<file path="src/rtl/mbox_pkg.sv">
// Shared constants and types for the mailbox-to-Avalon-MM bridge.
// CSR offsets, CMD/STATUS bit positions, FSM state encoding.
package mbox_pkg;

  localparam logic [1:0] OFF_CMD    = 2'd0;
  localparam logic [1:0] OFF_WDATA  = 2'd1;
  localparam logic [1:0] OFF_RDATA  = 2'd2;
  localparam logic [1:0] OFF_STATUS = 2'd3;

  localparam int CMD_WR    = 16;
  localparam int CMD_RD    = 17;
  localparam int CMD_INC   = 18;
  localparam int CMD_REUSE = 19;

  localparam int ST_BUSY   = 0;
  localparam int ST_DONE   = 1;
  localparam int ST_TMO    = 2;
  localparam int ST_BADCMD = 3;
  localparam int ST_OVR    = 4;
  localparam int ST_PERR   = 5;
  localparam int ST_PSEL   = 8;

  typedef enum logic [1:0] {
    IDLE,
    ISSUE,
    WAIT_RD,
    DONE
  } t_mbox_state;

  localparam logic [63:0] TMO_PATTERN = 64'hDEAD_DEAD_DEAD_DEAD;

endpackage

</file>
<file path="src/rtl/mbox_port_mux.sv">
// Per-port strobe decode and response selection for the mailbox bridge.
// Out-of-range ports drive no strobe and report waitrequest high.
module mbox_port_mux #(
  parameter int NUM_PORTS = 4,
  parameter int DATA_W    = 32,
  parameter int PSEL_W    = 2
) (
  input  logic [PSEL_W-1:0]           port,
  input  logic                        rd_en,
  input  logic                        wr_en,
  input  logic [NUM_PORTS-1:0]        waitrequest,
  input  logic [NUM_PORTS-1:0]        readdatavalid,
  input  logic [NUM_PORTS*DATA_W-1:0] readdata,
  output logic [NUM_PORTS-1:0]        avm_read,
  output logic [NUM_PORTS-1:0]        avm_write,
  output logic                        wreq_sel,
  output logic                        rdv_sel,
  output logic [DATA_W-1:0]           rdata_sel
);

  always_comb begin
    avm_read  = '0;
    avm_write = '0;
    wreq_sel  = 1'b1;
    rdv_sel   = 1'b0;
    rdata_sel = '0;
    for (int p = 0; p < NUM_PORTS; p++) begin
      if (port == PSEL_W'(p)) begin
        avm_read[p]  = rd_en;
        avm_write[p] = wr_en;
        wreq_sel     = waitrequest[p];
        rdv_sel      = readdatavalid[p];
        rdata_sel    = readdata[p*DATA_W +: DATA_W];
      end
    end
  end

endmodule

</file>
<file path="src/rtl/mbox_avmm_bridge.sv">
// Indirect CSR mailbox driving NUM_PORTS Avalon-MM slaves with timeout.
// Optional MBOX_AUTOINC_EN: CMD bit 18 auto-increment, bit 19 address reuse.
module mbox_avmm_bridge #(
  parameter int NUM_PORTS      = 4,
  parameter int ADDR_W         = 16,
  parameter int DATA_W         = 32,
  parameter int TIMEOUT_CYCLES = 1024,
  parameter int PSEL_W         = (NUM_PORTS > 1) ? $clog2(NUM_PORTS) : 1
) (
  input  logic                        pClk,
  input  logic                        reset,
  input  logic                        csr_wr,
  input  logic                        csr_rd,
  input  logic [1:0]                  csr_addr,
  input  logic [63:0]                 csr_wdata,
  output logic [63:0]                 csr_rdata,
  output logic                        csr_rdata_valid,
  output logic [ADDR_W-1:0]           avm_address,
  output logic [DATA_W-1:0]           avm_writedata,
  output logic [NUM_PORTS-1:0]        avm_read,
  output logic [NUM_PORTS-1:0]        avm_write,
  input  logic [NUM_PORTS-1:0]        avm_waitrequest,
  input  logic [NUM_PORTS*DATA_W-1:0] avm_readdata,
  input  logic [NUM_PORTS-1:0]        avm_readdatavalid
);

  import mbox_pkg::*;

  localparam int CNT_W = $clog2(TIMEOUT_CYCLES + 1);
  localparam logic [CNT_W-1:0] CNT_LAST = CNT_W'(TIMEOUT_CYCLES - 1);
  localparam logic [PSEL_W:0] NP = (PSEL_W + 1)'(NUM_PORTS);

  t_mbox_state state, state_nxt;

  logic [CNT_W-1:0]  cnt;
  logic [ADDR_W-1:0] addr_q;
  logic [DATA_W-1:0] wdata_q;
  logic [PSEL_W-1:0] psel_q;
  logic [PSEL_W-1:0] port_q;
  logic              op_rd;
  logic [63:0]       rdata_q;
  logic              done_f, tmo_f, bad_f, ovr_f, perr_f;

  logic cmd_wr, wd_wr, ps_wr, st_rd;
  logic cmd_ok, cmd_go, busy, port_ok;
  logic wreq_sel, rdv_sel;
  logic [DATA_W-1:0] rd_sel;
  logic launch, ack, got_rd, tmo_ev, perr_ev, bad_ev, ovr_ev;
  logic [63:0] status, rd_mux;
  logic unused_bits;

  assign cmd_wr  = csr_wr & (csr_addr == OFF_CMD);
  assign wd_wr   = csr_wr & (csr_addr == OFF_WDATA);
  assign ps_wr   = csr_wr & (csr_addr == OFF_STATUS);
  assign st_rd   = csr_rd & (csr_addr == OFF_STATUS);
  assign busy    = (state != IDLE);
  assign cmd_ok  = csr_wdata[CMD_WR] ^ csr_wdata[CMD_RD];
  assign cmd_go  = cmd_wr & cmd_ok & ~busy;
  assign port_ok = {1'b0, psel_q} < NP;
  assign unused_bits = ^csr_wdata;

  assign avm_address   = addr_q;
  assign avm_writedata = wdata_q;

  mbox_port_mux #(
    .NUM_PORTS (NUM_PORTS),
    .DATA_W    (DATA_W),
    .PSEL_W    (PSEL_W)
  ) u_mux (
    .port          (port_q),
    .rd_en         ((state == ISSUE) & op_rd),
    .wr_en         ((state == ISSUE) & ~op_rd),
    .waitrequest   (avm_waitrequest),
    .readdatavalid (avm_readdatavalid),
    .readdata      (avm_readdata),
    .avm_read      (avm_read),
    .avm_write     (avm_write),
    .wreq_sel      (wreq_sel),
    .rdv_sel       (rdv_sel),
    .rdata_sel     (rd_sel)
  );

  always_ff @(posedge pClk or posedge reset) begin
    if (reset) state <= IDLE;
    else       state <= state_nxt;
  end

  always_comb begin
    state_nxt = state;
    launch    = 1'b0;
    ack       = 1'b0;
    got_rd    = 1'b0;
    tmo_ev    = 1'b0;
    perr_ev   = 1'b0;
    bad_ev    = cmd_wr & ~busy & ~cmd_ok;
    ovr_ev    = (cmd_wr | wd_wr) & busy;
    unique case (state)
      IDLE: begin
        if (cmd_go) begin
          launch    = port_ok;
          perr_ev   = ~port_ok;
          state_nxt = port_ok ? ISSUE : DONE;
        end
      end
      ISSUE: begin
        if (!wreq_sel) begin
          ack       = 1'b1;
          state_nxt = op_rd ? WAIT_RD : DONE;
        end else if (cnt == CNT_LAST) begin
          tmo_ev    = 1'b1;
          state_nxt = DONE;
        end
      end
      WAIT_RD: begin
        if (rdv_sel) begin
          got_rd    = 1'b1;
          state_nxt = DONE;
        end else if (cnt == CNT_LAST) begin
          tmo_ev    = 1'b1;
          state_nxt = DONE;
        end
      end
      default: state_nxt = IDLE;
    endcase
  end

  always_comb begin
    status = '0;
    status[ST_BUSY]   = busy;
    status[ST_DONE]   = done_f;
    status[ST_TMO]    = tmo_f;
    status[ST_BADCMD] = bad_f;
    status[ST_OVR]    = ovr_f;
    status[ST_PERR]   = perr_f;
    status[ST_PSEL +: PSEL_W] = psel_q;
  end

  always_comb begin
    rd_mux = '0;
    unique case (csr_addr)
      OFF_CMD:   rd_mux = 64'(addr_q);
      OFF_WDATA: rd_mux = 64'(wdata_q);
      OFF_RDATA: rd_mux = rdata_q;
      default:   rd_mux = status;
    endcase
  end

`ifdef MBOX_AUTOINC_EN
  logic inc_q;
  logic done_ev;
  assign done_ev = (ack & ~op_rd) | got_rd;
`endif

  always_ff @(posedge pClk or posedge reset) begin
    if (reset) begin
      cnt             <= '0;
      addr_q          <= '0;
      wdata_q         <= '0;
      psel_q          <= '0;
      port_q          <= '0;
      op_rd           <= 1'b0;
      rdata_q         <= '0;
      done_f          <= 1'b0;
      tmo_f           <= 1'b0;
      bad_f           <= 1'b0;
      ovr_f           <= 1'b0;
      perr_f          <= 1'b0;
      csr_rdata       <= '0;
      csr_rdata_valid <= 1'b0;
`ifdef MBOX_AUTOINC_EN
      inc_q           <= 1'b0;
`endif
    end else begin
      if (ps_wr)          psel_q  <= csr_wdata[PSEL_W-1:0];
      if (wd_wr && !busy) wdata_q <= csr_wdata[DATA_W-1:0];
      if (cmd_go) begin
        op_rd  <= csr_wdata[CMD_RD];
        port_q <= psel_q;
`ifdef MBOX_AUTOINC_EN
        inc_q  <= csr_wdata[CMD_INC];
        if (!csr_wdata[CMD_REUSE]) addr_q <= csr_wdata[ADDR_W-1:0];
      end else if (done_ev && inc_q) begin
        addr_q <= addr_q + 1'b1;
`else
        addr_q <= csr_wdata[ADDR_W-1:0];
`endif
      end
      if (launch) cnt <= '0;
      else if (state == ISSUE || state == WAIT_RD) cnt <= cnt + 1'b1;
      if (got_rd)      rdata_q <= 64'(rd_sel);
      else if (tmo_ev) rdata_q <= TMO_PATTERN;
      // set events win over the clear-on-read of STATUS
      done_f <= (state == DONE) | (done_f & ~st_rd);
      tmo_f  <= tmo_ev  | (tmo_f  & ~st_rd);
      bad_f  <= bad_ev  | (bad_f  & ~st_rd);
      ovr_f  <= ovr_ev  | (ovr_f  & ~st_rd);
      perr_f <= perr_ev | (perr_f & ~st_rd);
      csr_rdata_valid <= csr_rd;
      if (csr_rd) csr_rdata <= rd_mux;
    end
  end

endmodule

</file>
<file path="config.mk">
export PLATFORM = sky130hd
export DESIGN_NAME = mbox_avmm_bridge
export DESIGN_NICKNAME = d
export VERILOG_FILES = /design/src/rtl/mbox_pkg.sv /design/src/rtl/mbox_port_mux.sv /design/src/rtl/mbox_avmm_bridge.sv
export SDC_FILE = /design/constraint.sdc
export NUM_CORES = 1
export LEC_CHECK = 0
export ABC_AREA = 1
export BUFFER_PORTS_ARGS = -buffer_cell sky130_fd_sc_hd__buf_2
export CAP_MARGIN = 10
export CORE_AREA = 2 2 129 131
export CTS_CLUSTER_DIAMETER = 120
export DETAILED_ROUTE_END_ITERATION = 10
export DIE_AREA = 0 0 131 133
export PLACE_DENSITY = 0.85
export SYNTH_ARGS = -nofsm -noshare
export SYNTH_HDL_FRONTEND = slang
export SYNTH_SLANG_ARGS = --single-unit
</file>
<file path="constraint.sdc">
create_clock -name pClk -period 6.7 [get_ports pClk]
set_clock_uncertainty 0.2 [all_clocks]
set_input_delay 0.335 -clock pClk [delete_from_list [all_inputs] [get_ports pClk]]
set_output_delay 0.335 -clock pClk [all_outputs]
set_load 0.02 [all_outputs]
</file>
==> impl_metrics.json, run 1 <==
{
  "viasPerCell": 5.12,
  "wl_mm": 22.8,
  "place.gp.congestion": 0.870,
  "worstHoldStart": "csr_wdata[14]",
  "ys_types": 37,
  "slew_headroom": 0.240,
  "setup_violations": 0,
  "start_util": 0.439,
  "yosys-top-cells-area": "dfrtp_1, nand2_1, nand3_1, o21ai_0, buf_4",
  "p_total_mw": 4.03,
  "worst_slew_pin_slew_ps": 1140,
  "pin_count": 327,
  "r2r-start": "port_q[1]",
  "min_path_type": "in2reg",
  "die_w_microns": 131,
  "synth_common_cells": "nand2_1, dfrtp_1, nand3_1",
  "fp.coreArea_sq_um": 16200,
  "grt_max_degree": 71,
  "async_flop_share": 1.00,
  "root_buffer": "clkbuf_16",
  "post_dp_cell_area_sq_um": 8430,
  "fin_crit_ps": 3100,
  "peakVddDrop_uv": 215,
  "syn2layout_area_growth_pct": 31.3,
  "synth_top_cell_by_area": "dfrtp_1",
  "die_area_sq_um": 17400,
  "ys_seq_area_frac": 0.486,
  "outcome": "complete, no violations",
  "avgRoutedWirePerCell_microns": 16.2,
  "antenna_found_initial": 0,
  "path_clk_slew_ps": 60,
  "critPathArrivalTime_ps": 3260,
  "critPathKind": "reg2reg",
  "layout-drive-gt1-share": 0.294,
  "drv_cap": 0,
  "path_max_fanout": 35,
  "end_kind": "register",
  "ctsResizeCount": 0,
  "cts_num_sinks": 138,
  "crit_path_start_kind": "register",
  "pre_cts_slack_ps": 3630,
  "drc_errors": 0,
  "hold_violations": 0,
  "ant_nets": 0,
  "htree_num_levels": 4,
  "power.density_nw_per_um2": 433,
  "fin_util": 0.577,
  "fillers": 1425,
  "fin_setup_tns_ps": 0,
  "crit_required_ps": 6860,
  "clk_latency_ps": 420,
  "grt_util_all_layers": 0.264,
  "port_buffers": 284,
  "leakage_nw": 4.91,
  "synth_top_area_frac": 0.486,
  "synth_cells": 907,
  "firstDrtPassIters": 5,
  "ys.flop_type": "dfrtp_1",
  "route.vias.total": 7211,
  "hpwl_mm": 16.7,
  "drt_iter0_drc": 518,
  "slew_viol_final": 0,
  "grt_pass1_vias": 6922,
  "reg2reg_slack_ps": 3600,
  "diodes": 0,
  "cts_buffers": 17,
  "synth_area_per_cell_sq_um": 7.83,
  "synth_edf_count": 0,
  "ys_ff_latch": 138,
  "yosysWarnings": 0,
  "hold_path_end": "avm_address[14]",
  "yosysMostFrequentCell": "nand2_1",
  "r2r_end": "rdata_q[30]",
  "setup_ws_ps": 3600,
  "startpoint": "port_q[1]",
  "row_count": 47,
  "num-nets-final": 1387,
  "synthesis.area_sq_um": 7100,
  "hold_depth": 3,
  "grt_pass1_wl_mm": 35.2,
  "clk_path_buf_depth": 2,
  "rsz0062_at_grt": "no",
  "r2r_cells": 10,
  "fin_crit_sh": 0.463,
  "design_area_sq_um": 9330,
  "max_freq_mhz": 322,
  "grt_overflow": 0,
  "cts_tree": "done",
  "die_h_microns": 133
}
worst max-delay path by stage:
| stage | endpoint | slack (ps) | cells past startpoint |
|---|---|---|---|
| 2_1_floorplan | avm_address[0] | 2470 | 1 |
| 3_3_place_gp | rdata_q[21] | 3670 | 10 |
| 3_5_place_dp | rdata_q[15] | 3630 | 10 |
| 4_1_cts | rdata_q[5] | 3610 | 10 |
| 5_1_grt | rdata_q[31] | 3340 | 10 |
| 6_report | rdata_q[30] | 3600 | 10 |
logic make-up after synthesis:
logic type | Yosys count | synth area share
buffers and inverters | 129 | 0.0902
xor gates and xnor gates | 3 | 0.00370
adders and majority gates | 5 | 0.00881
other | 1 | 0.000528
AOI/OAI and AO/OA | 148 | 0.118
muxes | 17 | 0.0270
DFF | 138 | 0.486
and+or+nand+nor | 466 | 0.266
metrics by stage:
| stage | instances | hold WS, ps |
|---|---|---|
| after floorplan | 916 | 166 |
| after global placement | 1346 | 247 |
| after detailed placement | 1346 | 258 |
| after CTS | 1408 | 4.42 |
| after global routing | 1408 | 25.9 |
| final | 1408 | 15.8 |
critical path, stage by stage, from the launching register on:
cell and delay [ps]:
dfrtp_1 550, nand2_2 270, inv_2 550, nand2_1 100, nand2_1 150, nand2_1 90, nand2_1 70, nand2_2 440
nand2_4 430, nand2_1 90, nand2_1 80
power breakdown:
part	internal (mW)	switching (mW)	leakage [nW]
sequential	1.17	0.288	1.70
combinational	0.564	1.09	2.93
clock	0.575	0.354	0.278
registers in the layout (all words and copies together) (netlist names), 2 cells and up:
| name | flops |
|---|---|
| csr_rdata | 33 |
| rdata_q | 33 |
| avm_writedata | 32 |
| avm_address | 16 |
| cnt | 11 |
| port_q | 2 |
| psel_q | 2 |
| state | 2 |
layer usage:
| metal | vias to the layer above | share of wire | global-route usage | wire [microns] |
|---|---|---|---|---|
| met4 | 0 | 0.015 | 0.0857 | 346 |
| met3 | 22 | 0.088 | 0.0736 | 2020 |
| met2 | 380 | 0.48 | 0.425 | 10900 |
| met1 | 3345 | 0.42 | 0.344 | 9560 |
| met5 | - | 0 | 0 | 0 |
| li1 | 3464 | - | - | - |
area by class of cell:
cell class | count | area (sq um) | area share
Inverter | 50 | 193 | 0.0207
Clock inverter | 10 | 118 | 0.0126
Tap cell | 220 | 275 | 0.0295
Clock buffer | 21 | 470 | 0.0504
Multi-Input combinational cell | 649 | 3050 | 0.327
Sequential cell | 138 | 3450 | 0.370
Timing Repair Buffer | 320 | 1770 | 0.190
timing repair:
item	CTS	global route
setup buffers	0	0
hold buffers	31	0
hold endpoints to repair	113	0
cell usage in the layout (no fill, tap or decap), types with 2 or more instances in the layout:
master	instances
bufinv_16	2
clkbuf_8	3
ha_1	5
inv_6	2
nand2_2	2
nand4_1	2
a22o_1	2
mux2_2	17
dlygate4sd3_1	31
o22ai_1	17
clkinv_2	2
dfrtp_1	138
a21oi_1	33
clkbuf_16	17
nand3_1	70
xor2_1	2
inv_1	45
nor3_1	3
nor2_1	45
nand2_1	336
nand3_2	2
a41oi_1	8
inv_2	3
conb_1	10
clkinvlp_4	4
buf_4	5
o21ai_0	66
buf_2	284
a31oi_1	17
Note: power is estimated with default switching activity, not from simulation.
==> run 2: changes to the inputs <==
--- a/config.mk
+++ b/config.mk
@@ -5,14 +5,15 @@
 export SDC_FILE = /design/constraint.sdc
 export NUM_CORES = 1
 export LEC_CHECK = 0
-export ABC_AREA = 1
+export ABC_AREA = 0
 export BUFFER_PORTS_ARGS = -buffer_cell sky130_fd_sc_hd__buf_2
 export CAP_MARGIN = 10
-export CORE_AREA = 2 2 129 131
+export CORE_ASPECT_RATIO = 0.75
+export CORE_MARGIN = 1
+export CORE_UTILIZATION = 43
 export CTS_CLUSTER_DIAMETER = 120
 export DETAILED_ROUTE_END_ITERATION = 10
-export DIE_AREA = 0 0 131 133
-export PLACE_DENSITY = 0.85
+export PLACE_DENSITY = 0.86
 export SYNTH_ARGS = -nofsm -noshare
 export SYNTH_HDL_FRONTEND = slang
 export SYNTH_SLANG_ARGS = --single-unit
==> constraint.sdc (replaced) <==
create_clock -name pClk -period 2.8 [get_ports pClk]
set_clock_uncertainty 0.2 [all_clocks]
set_input_delay 0.14 -clock pClk [delete_from_list [all_inputs] [get_ports pClk]]
set_output_delay 0.14 -clock pClk [all_outputs]
set_load 0.02 [all_outputs]
==> impl_metrics.json, run 2 <==
{
  "outcome": "complete, no violations",
  "grt_overflow": 0,
  "synth_top_family_by_area": "multiplexers",
  "synthesis.area_sq_um": 7400,
  "row_count": 41,
  "yosys-top-cells-area": "dfrtp_1, mux4_2, mux2_1, nor2_1, buf_4",
  "critPathKind": "reg2reg",
  "mostFrequentLayoutCells": "buf_2, dfrtp_1, nor2_1",
  "startpoint": "port_q[0]",
  "viasPerCell": 5.64,
  "wl_mm": 23.5,
  "root_buffer": "clkbuf_16",
  "avgRoutedWirePerCell_microns": 20.1,
  "synth_cells": 628,
  "power.density_nw_per_um2": 1020,
  "ys_seq_area_frac": 0.467,
  "r2r_end": "rdata_q[24]",
  "yosys.area_share.simple": 0.0761,
  "path_clk_slew_ps": 60,
  "firstDrtPassIters": 5,
  "num-nets-final": 1150,
  "slew_viol_final": 0,
  "route.vias.total": 6589,
  "synth_xor_area_frac": 0.0118,
  "crit_end": "rdata_q[24]",
  "die_w_microns": 153,
  "crit_path_start_kind": "register",
  "r2r_cells": 5,
  "reg2reg_slack_ps": 240,
  "drv_cap": 0,
  "hold_violations": 0,
  "grt_pass1_vias": 6785,
  "crit_required_ps": 2900,
  "synth_compound_area_frac": 0.155,
  "place.gp.congestion": 0.834,
  "start_util": 0.440,
  "pin_count": 327,
  "synth_common_cells": "dfrtp_1, nor2_1, a21oi_1, mux2_1, mux4_2",
  "worst_slew_pin_slew_ps": 740,
  "syn2layout_area_growth_pct": 37.3,
  "cts_tree": "done",
  "path_max_fanout": 15,
  "die_area_sq_um": 17700,
  "grt_util_all_layers": 0.270,
  "fp.coreArea_sq_um": 16800,
  "clk_path_buf_depth": 2,
  "synth_adder_area_share": 0.00846,
  "min_path_type": "in2reg",
  "yosysWarnings": 0,
  "async_flop_share": 1.00,
  "peakVddDrop_uv": 562,
  "drt_iter0_drc": 455,
  "critPathArrivalTime_ps": 2660,
  "yosysMostFrequentCell": "dfrtp_1",
  "fin_crit_ps": 2560,
  "synth_top_cell_by_area": "dfrtp_1",
  "clk_latency_ps": 420,
  "ctsResizeCount": 0,
  "setup_violations": 0,
  "synth_top_area_frac": 0.467,
  "drc_errors": 0,
  "synth_area_per_cell_sq_um": 11.8,
  "r2r-start": "port_q[0]",
  "ant_nets": 0,
  "leakage_nw": 4.72,
  "fin_crit_sh": 0.914,
  "hpwl_mm": 15.7,
  "antenna_found_initial": 1,
  "hold_ws_ps": 17.5,
  "max_freq_mhz": 391,
  "cts_buffers": 17,
  "grt_pass1_wl_mm": 36.2,
  "ys_types": 46,
  "synth.mux.area_fraction": 0.214,
  "end_kind": "register",
  "fin_util": 0.604,
  "rsz0062_at_grt": "no",
  "slew_headroom": 0.507,
  "grt_max_degree": 66,
  "die_h_microns": 116,
  "final_common_cell": "buf_2",
  "ys.flop_type": "dfrtp_1",
  "layout-drive-gt1-share": 0.438,
  "htree_num_levels": 4,
  "port_buffers": 284,
  "cts_num_sinks": 138,
  "fin_setup_tns_ps": 0,
  "ys_ff_latch": 138,
  "synth_edf_count": 0
}
## run 2: worst min path at each step
stage / startpoint / to / slack [ps] / depth (start not counted)
after floorplan: csr_rd / csr_rdata_valid / -30 / 0
final: avm_readdata[26] / rdata_q[26] / 20 / 4
after global placement: reset / csr_rdata[12] / -60 / 2
after global routing: avm_readdata[5] / rdata_q[5] / 30 / 4
after detailed placement: reset / csr_rdata[12] / -60 / 2
after CTS: avm_readdata[90] / rdata_q[26] / 5 / 4
## run 2: timing repair
action                                  4_1_cts  5_1_grt
endpoints found under the setup margin        0        0
buffers inserted                              0        0
hold buffers                                 61        0
hold endpoints to repair                    205        0
## run 2: logic make-up after synthesis
kind of cell	after synthesis
AOI/OAI and AO/OA	153
xor gates and xnor gates	10
adders and majority gates	5
buffers and inverters	88
DFF	138
muxes	108
other	1
and+or+nand+nor	125
## run 2: stage by stage
step / setup WS, ps / std cells / area (sq um) / total power [mW]
after floorplan: 498 / 637 / 7440 / 6.27
after global placement: 396 / 1074 / 8900 / 7.41
after detailed placement: 340 / 1074 / 8900 / 7.60
after CTS: 244 / 1167 / 10200 / 10.3
after global routing: 84.9 / 1167 / 10200 / 10.9
final: 240 / 1168 / 10200 / 10.3
## run 2: routing by layer
layer | GRT usage | part of all wire
met1 | 0.333 | 0.41
met2 | 0.465 | 0.49
met3 | 0.0587 | 0.075
met4 | 0.113 | 0.020
met5 | 0 | 0
## run 2: layout make-up
| class | count | area (sq um) |
|---|---|---|
| clock buffers | 19 | 433 |
| multi-input cells | 411 | 3500 |
| flip-flops and latches | 138 | 3460 |
| repair buffers | 364 | 2250 |
| fillers | 1350 | 6670 |
| clock inverters | 13 | 215 |
| well taps | 215 | 269 |
| diodes | 1 | 2.50 |
| inverters | 7 | 30.0 |
## run 2: worst max-delay path, stage by stage (launching register included)
cell and delay [ps]:
dfrtp_2 550, buf_4 330, mux4_2 540, dlygate4sd3_1 590
a32oi_1 160, nand2_1 70
## run 2: power by group
part	internal, mW	switching (mW)
Clock	1.59	0.901
Sequential	2.75	0.737
Combinational	1.98	2.35
==> run 3: changes to the inputs <==
==> constraint.sdc (replaced) <==
create_clock -name pClk -period 2.8 [get_ports pClk]
set_clock_uncertainty 0.2 [all_clocks]
set_input_delay 0.56 -clock pClk [delete_from_list [all_inputs] [get_ports pClk]]
set_output_delay 0.56 -clock pClk [all_outputs]
set_load 0.02 [all_outputs]
==> impl_metrics.json, run 3 (synthesized netlist as in run 2, its figures left out) <==
{
  "drv_cap": 0,
  "hold_violations": 0,
  "fin_setup_tns_ps": 0,
  "cts_num_sinks": 138,
  "htree_num_levels": 4,
  "hpwl_mm": 15.6,
  "end_kind": "output pin",
  "peakVddDrop_uv": 654,
  "rsz0062_at_grt": "no",
  "grt_pass1_wl_mm": 33.1,
  "min_path_type": "in2reg",
  "power.density_nw_per_um2": 1020,
  "die_area_sq_um": 17700,
  "viasPerCell": 5.62,
  "cts_tree": "done",
  "ctsResizeCount": 0,
  "slowest_stage": "dfrtp_1",
  "max_freq_mhz": 383,
  "critPathKind": "reg2out",
  "route.vias.total": 6244,
  "worstHoldStart": "csr_wdata[24]",
  "cts-hold-fix-buffers": 1,
  "pin_count": 327,
  "start_util": 0.440,
  "r2r_cells": 7,
  "r2r-start": "state[0]",
  "clk_latency_ps": 410,
  "slowest_delay_ps": 400,
  "r2r_end": "rdata_q[1]",
  "slew_headroom": 0.517,
  "cts_setup_buffers": 0,
  "p_total_mw": 9.67,
  "clk_path_buf_depth": 2,
  "die_w_microns": 153,
  "grt_max_degree": 80,
  "dp.cells": 1077,
  "critPathArrivalTime_ps": 1850,
  "wl_mm": 21.6,
  "path_clk_slew_ps": 60,
  "grt_pass1_vias": 6094,
  "final_common_cell": "buf_2",
  "row_count": 41,
  "fp.coreArea_sq_um": 16800,
  "layout-drive-gt1-share": 0.470,
  "leakage_nw": 4.42,
  "crit_required_ps": 2040,
  "mostFrequentLayoutCells": "buf_2, dfrtp_1, nor2_1",
  "cts_buffers": 17,
  "crit_family": "simple AND/OR/NAND/NOR gates",
  "fin_crit_sh": 0.934,
  "pre_cts_slack_ps": 316,
  "port_buffers": 284,
  "hold_path_end": "avm_writedata[24]",
  "ant_nets": 0,
  "path_max_fanout": 6,
  "syn2layout_area_growth_pct": 27.9,
  "fin_cells": 1111,
  "fin_crit_ps": 2610,
  "worstPathCellList": "inv_1 > ha_1 > nand2b_1 > nor3_1 > buf_2",
  "hold_depth": 2,
  "root_buffer": "clkbuf_16",
  "grt_overflow": 0,
  "worst_slew_pin_slew_ps": 724,
  "crit_path_start_kind": "register",
  "setup_violations": 0,
  "drc_errors": 0,
  "antenna_found_initial": 3,
  "setup_ws_ps": 186,
  "path_buf_inv": 2,
  "drt_iter0_drc": 372,
  "outcome": "complete, no violations",
  "post_dp_cell_area_sq_um": 8890,
  "avgRoutedWirePerCell_microns": 19.4,
  "grt_util_all_layers": 0.248,
  "die_h_microns": 116,
  "num-nets-final": 1093,
  "firstDrtPassIters": 5,
  "reg2reg_slack_ps": 290,
  "design_area_sq_um": 9460,
  "place.gp.congestion": 0.814,
  "slew_viol_final": 0
}
-- run 3: changes by cell type in the layout (fill, tap and decap cells not counted), moves of 2 or more --
cell | before | now
inv_6 | 3 | 5
buf_12 | 6 | 4
buf_4 | 13 | 18
dlygate4sd3_1 | 61 | 1
bufinv_16 | 5 | 0
clkinvlp_4 | 2 | 4
-- run 3: through the flow --
stage | utilization | hold WS, ps
floorplan | - | 250
global placement | 0.529 | 271
detailed placement | 0.529 | 279
CTS | 0.562 | 138
global route | 0.562 | 137
finish | 0.562 | 160
-- run 3: metal layers --
metal,share of wire,vias up,GRT usage,wire (microns)
met4,0.016,2,0.0867,354
met3,0.059,33,0.0512,1270
met1,0.43,3088,0.319,9350
met5,0.00060,-,0,13
li1,-,2841,-,-
met2,0.49,280,0.421,10600
-- run 3: worst reg2reg max path, delay by kind of cell (launching register included) --
family                   cells  cell delay, ps
AND/OR/NAND/NOR              3             840
adder cells (fa/ha/maj)      1             380
AO/OA/AOI/OAI                1             220
flip-flops                   1             430
buffers and inverters        2             320
-- run 3: layout make-up --
class / instances / area [sq um]
Clock inverter: 13 / 109
Inverter: 7 / 30.0
Antenna cell: 1 / 2.50
Multi-Input combinational cell: 411 / 3500
Tap cell: 215 / 269
Fill cell: 1439 / 7370
Sequential cell: 138 / 3460
Clock buffer: 19 / 443
Timing Repair Buffer: 307 / 1650
-- run 3: worst max-delay path by stage --
stage          startpoint        endpoint  slack [ps]  cells after the start
3_3_place_gp     state[0]     rdata_q[17]         400                      7
6_report         state[1]    avm_write[0]         190                      5
4_1_cts          state[1]    avm_write[0]         170                      5
5_1_grt          state[1]    avm_write[0]          80                      5
2_1_floorplan       reset  avm_address[0]         320                      1
3_5_place_dp     state[0]     rdata_q[29]         320                      7
-- run 3: power breakdown --
group / internal [mW] / leakage, nW / total (mW) / switching, mW
Sequential: 2.75 / 1.68 / 3.45 / 0.700
Combinational: 1.83 / 2.48 / 4.11 / 2.28
Clock: 1.18 / 0.263 / 2.11 / 0.934
